$ cat src/rtl/ra_remote_responder.sv
// Remote-access home-node responder: turns request flits into cache accesses and replies.
// Optional RA_WRITE_ACK_EN: acknowledge every write with a RESP flit carrying zero data.
module ra_remote_responder #(
    parameter int CORE         = 0,
    parameter int DATA_WIDTH   = 32,
    parameter int ADDRESS_BITS = 32,
    parameter int VC_BITS      = 1,
    parameter int ID_BITS      = 4,
    parameter int EXTRA        = 2,
    parameter int TYPE_BITS    = 2,
    localparam int FLOW_BITS   = 2*ID_BITS+EXTRA,
    localparam int FLIT_WIDTH  = FLOW_BITS+TYPE_BITS+VC_BITS+DATA_WIDTH
) (
    input  logic                    clock,
    input  logic                    reset,
    input  logic [FLIT_WIDTH-1:0]   flit_in,
    input  logic                    v_flit_in,
    output logic                    in_ready,
    output logic                    net2cache_Read,
    output logic                    net2cache_Write,
    output logic [ADDRESS_BITS-1:0] net2cache_Addr,
    output logic [DATA_WIDTH-1:0]   net2cache_Data,
    input  logic [ADDRESS_BITS-1:0] cache2net_Addr,
    input  logic [DATA_WIDTH-1:0]   cache2net_Data,
    input  logic                    cache2net_Valid,
    input  logic                    cache2net_Ready,
    output logic [FLIT_WIDTH-1:0]   flit_out,
    output logic                    v_flit_out,
    input  logic                    out_ready,
    output logic [7:0]              drop_count
);

    localparam int VcLo    = DATA_WIDTH;
    localparam int TypeLo  = VcLo + VC_BITS;
    localparam int ExtraLo = TypeLo + TYPE_BITS;
    localparam int SrcLo   = ExtraLo + EXTRA;

    localparam logic [TYPE_BITS-1:0] TypeRdHead = TYPE_BITS'(0);
    localparam logic [TYPE_BITS-1:0] TypeWrHead = TYPE_BITS'(1);
    localparam logic [TYPE_BITS-1:0] TypeWrData = TYPE_BITS'(2);
    localparam logic [TYPE_BITS-1:0] TypeResp   = TYPE_BITS'(3);
    localparam logic [ID_BITS-1:0]   CoreId     = ID_BITS'(CORE);

    typedef enum logic [2:0] {
        IDLE,
        WAIT_DATA,
        ISSUE,
        WAIT_CACHE,
        SEND
    } fsmState_t;

    fsmState_t state, nextState;

    logic [ID_BITS-1:0]      srcLatch;
    logic [VC_BITS-1:0]      vcLatch;
    logic [ADDRESS_BITS-1:0] addrLatch;
    logic [DATA_WIDTH-1:0]   dataLatch;
    logic                    opWrite;
    logic [FLIT_WIDTH-1:0]   respFlit;
    logic [7:0]              dropCount;

    logic [TYPE_BITS-1:0]  inType;
    logic [ID_BITS-1:0]    inSrc;
    logic [VC_BITS-1:0]    inVc;
    logic [DATA_WIDTH-1:0] inData;
    logic                  accept;

    logic                  latchHead;
    logic                  latchData;
    logic                  dropFlit;
    logic                  captureResp;
    logic [DATA_WIDTH-1:0] respData;
    logic                  rdStrobe;
    logic                  wrStrobe;
    logic                  unusedFlit;

    assign inType = flit_in[TypeLo +: TYPE_BITS];
    assign inSrc  = flit_in[SrcLo +: ID_BITS];
    assign inVc   = flit_in[VcLo +: VC_BITS];
    assign inData = flit_in[DATA_WIDTH-1:0];

    // DEST and EXTRA of incoming flits carry nothing the responder needs
    assign unusedFlit = ^flit_in;

    // Gated by reset so in_ready stays low while reset is held
    assign in_ready = reset && (state == IDLE || state == WAIT_DATA);
    assign accept   = v_flit_in && in_ready;

    always_ff @(posedge clock or negedge reset) begin
        if (!reset) state <= IDLE;
        else        state <= nextState;
    end

    always_comb begin
        nextState   = state;
        latchHead   = 1'b0;
        latchData   = 1'b0;
        dropFlit    = 1'b0;
        captureResp = 1'b0;
        respData    = cache2net_Data;
        rdStrobe    = 1'b0;
        wrStrobe    = 1'b0;
        unique case (state)
            IDLE: begin
                if (accept) begin
                    if (inType == TypeRdHead) begin
                        latchHead = 1'b1;
                        nextState = ISSUE;
                    end else if (inType == TypeWrHead) begin
                        latchHead = 1'b1;
                        nextState = WAIT_DATA;
                    end else begin
                        dropFlit = 1'b1;
                    end
                end
            end
            WAIT_DATA: begin
                if (accept) begin
                    if (inType == TypeWrData && inSrc == srcLatch) begin
                        latchData = 1'b1;
                        nextState = ISSUE;
                    end else begin
                        dropFlit = 1'b1;
                    end
                end
            end
            ISSUE: begin
                rdStrobe = !opWrite && cache2net_Ready;
                wrStrobe = opWrite && cache2net_Ready;
                if (cache2net_Ready) begin
                    if (!opWrite) begin
                        nextState = WAIT_CACHE;
                    end else begin
`ifdef RA_WRITE_ACK_EN
                        captureResp = 1'b1;
                        respData    = '0;
                        nextState   = SEND;
`else
                        nextState   = IDLE;
`endif
                    end
                end
            end
            WAIT_CACHE: begin
                if (cache2net_Valid && cache2net_Addr == addrLatch) begin
                    captureResp = 1'b1;
                    nextState   = SEND;
                end
            end
            SEND: begin
                if (out_ready) nextState = IDLE;
            end
            default: nextState = IDLE;
        endcase
    end

    always_ff @(posedge clock or negedge reset) begin
        if (!reset) begin
            srcLatch  <= '0;
            vcLatch   <= '0;
            addrLatch <= '0;
            dataLatch <= '0;
            opWrite   <= 1'b0;
            respFlit  <= '0;
            dropCount <= '0;
        end else begin
            if (latchHead) begin
                srcLatch  <= inSrc;
                vcLatch   <= inVc;
                addrLatch <= inData[ADDRESS_BITS-1:0];
                opWrite   <= (inType == TypeWrHead);
            end
            if (latchData) dataLatch <= inData;
            if (captureResp) begin
                respFlit <= {srcLatch, CoreId, {EXTRA{1'b0}},
                             TypeResp, vcLatch, respData};
            end
            if (dropFlit && dropCount != 8'hFF) dropCount <= dropCount + 8'd1;
        end
    end

    logic drivesCache;
    assign drivesCache = (state == ISSUE) || (state == WAIT_CACHE);

    assign net2cache_Read  = rdStrobe;
    assign net2cache_Write = wrStrobe;
    assign net2cache_Addr  = drivesCache ? addrLatch : '0;
    assign net2cache_Data  = drivesCache ? dataLatch : '0;
    assign v_flit_out      = (state == SEND);
    assign flit_out        = (state == SEND) ? respFlit : '0;
    assign drop_count      = dropCount;

endmodule

$ cat config.mk
export PLATFORM = sky130hd
export DESIGN_NAME = ra_remote_responder
export DESIGN_NICKNAME = d
export VERILOG_FILES = /design/src/rtl/ra_remote_responder.sv
export SDC_FILE = /design/constraint.sdc
export NUM_CORES = 1
export LEC_CHECK = 0
export CORE_ASPECT_RATIO = 1.1
export CORE_MARGIN = 2
export CORE_UTILIZATION = 47
export CTS_CLUSTER_SIZE = 28
export DETAILED_ROUTE_END_ITERATION = 7
export PLACE_DENSITY = 0.83
export SETUP_SLACK_MARGIN = 0.05
export SKIP_CTS_REPAIR_TIMING = 1
export SLEW_MARGIN = 40
export SYNTH_ARGS = -nofsm -noshare
export SYNTH_HDL_FRONTEND = slang
export SYNTH_SLANG_ARGS = --single-unit
$ cat constraint.sdc
create_clock -name clock -period 3.6 [get_ports clock]
set_input_delay 0.54 -clock clock [delete_from_list [all_inputs] [get_ports clock]]
set_output_delay 0.54 -clock clock [all_outputs]
set_load 0.005 [all_outputs]
==> flow_metrics.tcl, run 1 <==
set metrics [dict create \
    wl_per_cell_um 18.3 \
    met3WireLength_mm 1.41 \
    async_reset_ff_share_pct 100 \
    core_um2 12100 \
    p_leak_nw 3.90 \
    drv_cap 0 \
    ir_drop_mv 0.395 \
    met2_length_mm 7.91 \
    place.gp.congestion 0.829 \
    gr-usage-all-layers_pct 24.0 \
    clock_sinks 119 \
    tightest_slew_ns 0.667 \
    cp-startpoint "state[1]" \
    ys_ff_latch 119 \
    dr.max_layer_used "met4" \
    wl_met1_mm 6.11 \
    synth_area_per_cell_um2 12.3 \
    fp.dieH_um 121 \
    sw_frac_of_total_pct 28.2 \
    seqPwrFrac_pct 37.1 \
    hold_viol 0 \
    comb_power_share_pct 29.9 \
    cpLargestDelayFamily "buffers and inverters" \
    status "finished clean" \
    clk_latency_ns 0.41 \
    clkTransAtPathRegs_ns 0.05 \
    endpoint_kind "primary output" \
    num_io_pins 236 \
    holdWs_ns 0.127 \
    nNetsFinal 814 \
    critical_path_buf_inv_count 2 \
    antenna_found_initial 0 \
    rsz0062_at_grt "no" \
    dr.pass1.iters 5 \
    drc 0 \
    cp_data_required_time_ns 3.06 \
    min_path_type "in -> async" \
    r2r_slack_ns 1.13 \
    fmax_mhz 333 \
    power.internal_mw 3.67 \
    start_util_pct 48.6 \
    antenna_cells 0 \
    grt_pass1_vias 4823 \
    cp_cell_sequence "nor2b_4 > buf_4 > and2_1 > clkdlybuf4s50_1" \
    ys_warn_count 0 \
    worst_r2r_path_depth 6 \
    fin_ws_ns 0.598 \
    die_w_um 111 \
    worstSetupPathType "reg -> out" \
    grt_pass1_wl_mm 25.1 \
    cpMaxStageDelayCell "dfrtp_1" \
    final_common_cell "clkdlybuf4s50_1" \
    area_growth_pct 50.2 \
    p_sw_mw 1.44 \
    crit_cells 4 \
    setup_viol_count_final 0 \
    utilization_pct 72.9 \
    wirelength_mm 15.8 \
    power.density_nw_per_um2 581 \
    ys_seq_area_share_pct 50.7 \
    slew_viol_final 0 \
    cts_root_buffer "clkbuf_16" \
    antenna_left 0 \
    hpwl_mm 11.3 \
    synthDistinctLibCells 45 \
    drive_gt1_share_pct 21.4 \
    crit_fanout 67 \
    synthCells 477 \
    vias_per_cell 5.15 \
    synth_area_um2 5870 \
    power_mw 5.12 \
    grt_overflow_total 0 \
    h-tree-depth 4 \
    cts_tree "done" \
    grt_max_degree 82 \
    fillers 854 \
    post-place-ws_ns 0.561 \
    synth_edf_count 0 \
    crit_arrival_ns 2.46 \
    die_area_um2 13400 \
    drtIter0Drc 127 \
    crit_end "net2cache_Data[6]" \
    start_kind "register" \
    finalCriticalPeriod_ns 3.00 \
    r2r-end "respFlit[23]" \
    synth_ff_type "dfrtp_1" \
    fin_crit_sh_pct 83.4 \
    slew-limit-headroom_pct 55.5 \
    io_buffers 223 \
    vias 4447 \
    p_clk_share_pct 33.0 \
    layout_common_cells "clkdlybuf4s50_1 (222), dfrtp_1 (119), and2_1 (104)" \
    skew_ns 0.0136 \
    row_count 42 \
    numCtsBuffers 17 \
    critPathMaxStageDelay_ns 0.55 \
    rr_startpoint "state[1]" \
    cts_buffer_depth 2 \
    tns_ns 0 \
]
==> through the flow <==
step | cell area, µm² | instances
5_1_grt | 8810 | 864
3_3_place_gp | 8210 | 833
3_5_place_dp | 8220 | 833
4_1_cts | 8810 | 864
6_report | 8810 | 864
2_1_floorplan | 5890 | 482
==> synth_stat cells, types with 2 or more instances <==
master,n,area share [%]
nor2b_1,6,0.64
nor3_1,3,0.26
xnor2_1,23,3.4
mux2_4,8,2.0
nand4_1,9,0.96
o2111ai_1,3,0.45
nor4_1,2,0.21
o21ai_0,2,0.17
a2111o_1,2,0.38
nand2_1,7,0.45
mux2_2,101,19
dfrtp_1,119,51
buf_2,4,0.34
buf_1,2,0.13
clkbuf_1,14,0.90
xor2_1,11,1.6
nor4bb_1,3,0.51
buf_4,9,1.2
nor2_1,8,0.51
inv_1,4,0.26
nand3_1,3,0.26
and2_1,104,11
nand2b_1,8,0.85
==> sequential cells by signal, summed over array words and instances (netlist names) <==
name        count
dataLatch      32
addrLatch      32
vcLatch         1
respFlit       38
srcLatch        4
state           3
drop_count      8
opWrite         1
==> worst reg2reg max path, cell delays in order (launching register included) <==
cell and delay [ns]:
dfrtp_1 0.55, nor2b_4 0.23, buf_4 0.47, nand2_1 0.19, nor3_4 0.25, buf_12 0.26
mux2_2 0.40
==> worst min path at each step <==
stage | slack (ns) | start | endpoint
floorplan | 0.24 | reset | addrLatch[0]
global placement | 0.45 | respFlit[34] | respFlit[34]
detailed placement | 0.45 | respFlit[34] | respFlit[34]
CTS | 0.14 | reset | opWrite
global route | 0.16 | reset | opWrite
finish | 0.13 | reset | opWrite
==> power groups by stage <==
stage	combinational (mW)	sequential [mW]	clock, mW
CTS	1.54	1.90	1.72
global route	1.66	1.93	1.79
detailed placement	1.52	1.91	0
floorplan	0.812	1.80	0
finish	1.53	1.90	1.69
global placement	1.49	1.89	0
==> cells by family (layout without fill, tap and decap cells) <==
logic type      count (synthesis)  in the layout  share of synthesized area [%]
simple gates                  161            161                           16.9
flops                         119            119                           50.7
mux                           109            109                           21.4
buf+inv                        35            263                           3.22
xor+xnor                       34             34                           5.07
compound gates                 17             17                           2.37
fa+ha+maj                       1              1                          0.213
other cells                     1              6                         0.0639
==> routing by layer <==
metal / track usage [%] / vias to the layer above
li1: - / 2060
met1: 27.1 / 2167
met2: 40.9 / 192
met3: 9.79 / 28
met4: 9.30 / 0
met5: 0 / -
==> final cells by class <==
cell class	count	area, µm²	area share [%]
well taps	154	193	2.19
clock inverters	9	125	1.42
repair buffers	228	2290	25.9
flip-flops and latches	119	2980	33.8
clock buffers	22	464	5.27
multi-input cells	328	2750	31.2
inverters	4	15.0	0.170
Power figures use the tool's default switching activity.
==> run 2, diff against run 1 <==
- CORE_UTILIZATION: 47 -> 40
- PLACE_DENSITY: 0.83 -> 0.75
- clock period: 3.6 -> 2.54 ns (I/O delays scaled with it)
==> flow_metrics.tcl, run 2 (synthesis results as in run 1) <==
set metrics [dict create \
    area_growth_pct 59.9 \
    cts_root_buffer "clkbuf_16" \
    p_sw_mw 2.08 \
    clkTransAtPathRegs_ns 0.05 \
    placed_cell_area_um2 8410 \
    clock_sinks 119 \
    regArea_um2 2980 \
    power.internal_mw 5.58 \
    multi_input_area_um2 2770 \
    critical_path_buf_inv_count 4 \
    row_count 46 \
    core_um2 14400 \
    crit_fanout 11 \
    rsz0062_at_grt "yes" \
    p_clk_share_pct 34.3 \
    largest_register_ffs 38 \
    antenna_left 0 \
    regMostFlops "respFlit" \
    wl_per_cell_um 17.9 \
    use_met2_pct 35.5 \
    critPathMaxStageDelay_ns 0.49 \
    drc 0 \
    grt_use_met1_pct 22.9 \
    wirelength_mm 16.7 \
    min_path_type "in -> async" \
    vias 4540 \
    hold_viol 0 \
    crit_arrival_ns 2.07 \
    numCtsBuffers 17 \
    grt_max_degree 58 \
    cpMaxStageDelayCell "clkdlybuf4s50_1" \
    nNetsFinal 843 \
    h-tree-depth 4 \
    finalCriticalPeriod_ns 2.45 \
    fp.dieH_um 131 \
    drive_gt1_share_pct 25.0 \
    drv_cap 0 \
    tns_ns 0 \
    largestRegisters "respFlit x38, addrLatch x32, dataLatch x32" \
    cts_buffer_depth 2 \
    num_io_pins 236 \
    start_kind "register" \
    comb_power_share_pct 31.3 \
    antenna_found_initial 0 \
    io_buffers 223 \
    place.gp.congestion 0.801 \
    vias_per_cell 4.87 \
    tightest_slew_ns 0.634 \
    gr-usage-all-layers_pct 20.7 \
    layout_common_cells "clkdlybuf4s50_1 (191), dfrtp_1 (117), and2_1 (104)" \
    die_area_um2 15700 \
    ir_drop_mv 0.761 \
    status "finished clean" \
    final_common_cell "clkdlybuf4s50_1" \
    slew-limit-headroom_pct 57.8 \
    setup_viol_count_final 0 \
    fin_crit_sh_pct 96.6 \
    p_leak_nw 4.71 \
    dr.pass1.iters 4 \
    cp_cell_sequence "buf_6 > nor3b_4 > buf_12 > buf_8 > and2_1 > clkdlybuf4s50_1" \
    hpwl_mm 11.5 \
    worstSetupPathType "reg -> out" \
    sw_frac_of_total_pct 27.2 \
    die_w_um 119 \
    start_util_pct 40.8 \
    fmax_mhz 408 \
    grt_overflow_total 0 \
    skew_ns 0.00729 \
    grt_pass1_vias 4647 \
    drtIter0Drc 117 \
    clk_latency_ns 0.41 \
    fillers 1114 \
    holdWs_ns 0.0118 \
    endpoint_kind "primary output" \
    fin_area_um2 9380 \
    seqPwrFrac_pct 34.4 \
    antenna_cells 0 \
    power.density_nw_per_um2 816 \
    cp_data_required_time_ns 2.16 \
    busiest_layer "met2" \
    slew_viol_final 0 \
    cts_tree "done" \
    cpLargestDelayFamily "buffers and inverters" \
    grt_pass1_wl_mm 24.7 \
    use_met3_pct 9.64 \
]
==> run 2: changes by cell type in the layout (fill, tap and decap cells not counted), moves of 2 or more <==
| cell | delta |
|---|---|
| clkdlybuf4s50_1 | -31 |
| clkbuf_16 | +4 |
| buf_8 | +2 |
| buf_12 | +5 |
| dfrtp_1 | -2 |
| clkinvlp_4 | -2 |
| dlymetal6s2s_1 | +31 |
| bufinv_16 | +2 |
| dfrtp_2 | +2 |
| buf_6 | +2 |
| buf_4 | +17 |
==> run 2: layout make-up <==
type / count / area share (%)
clock inverter: 9 / 1.81
sequential: 119 / 31.8
clock buffer: 23 / 5.09
timing repair buffer: 257 / 29.1
multi-input combinational: 328 / 29.5
tap: 192 / 2.56
inverter: 4 / 0.160
==> run 2: worst paths after layout <==
| path | cells after the start | slack (ns) | end | start |
|---|---|---|---|---|
| min reg2reg | 1 | 0.46 | respFlit[34] | respFlit[34] |
| max in group asynchronous | 3 | 1.37 | addrLatch[12] | reset |
| max | 6 | 0.09 | flit_out[6] | state[1] |
| max reg2reg | 9 | 0.16 | respFlit[17] | addrLatch[13] |
| min | 2 | 0.01 | opWrite | reset |
| min in group clock | 1 | 0.46 | respFlit[34] | respFlit[34] |
==> run 2: power groups by stage <==
stage	Combinational [mW]	Clock [mW]	Sequential [mW]
2_1_floorplan	1.15	0	2.55
6_report	2.40	2.63	2.63
3_5_place_dp	2.34	0	2.67
5_1_grt	2.60	2.80	2.69
4_1_cts	2.37	2.69	2.64
3_3_place_gp	2.31	0	2.64
==> run 2: worst reg2reg max path, cell delays in order (launching register included) <==
cell	delay, ns
dfrtp_1	0.41
nor2b_1	0.14
a2111o_1	0.40
nor4_2	0.23
buf_4	0.16
nand2_1	0.08
nor3_4	0.20
buf_12	0.15
clkbuf_16	0.17
mux2_2	0.34
==> run 2: stage by stage <==
| stage | std cells | util (%) | power [mW] | setup WS (ns) |
|---|---|---|---|---|
| after floorplan | 482 | - | 3.70 | 0.375 |
| after global placement | 886 | 58.5 | 4.95 | -0.276 |
| after global routing | 932 | 65.2 | 8.09 | 0.0110 |
| after CTS | 918 | 63.0 | 7.69 | -0.0475 |
| after detailed placement | 886 | 58.5 | 5.01 | -0.287 |
| final | 932 | 65.2 | 7.66 | 0.0869 |
==> run 2: routing by layer <==
metal  part of all wire [%]  up-vias  routed length [µm]
met5                      0        -                   0
met4                    1.2        0                 203
met2                     51      173                8510
met3                    9.7       15                1620
met1                     38     2232                6370
li1                       -     2120                   -
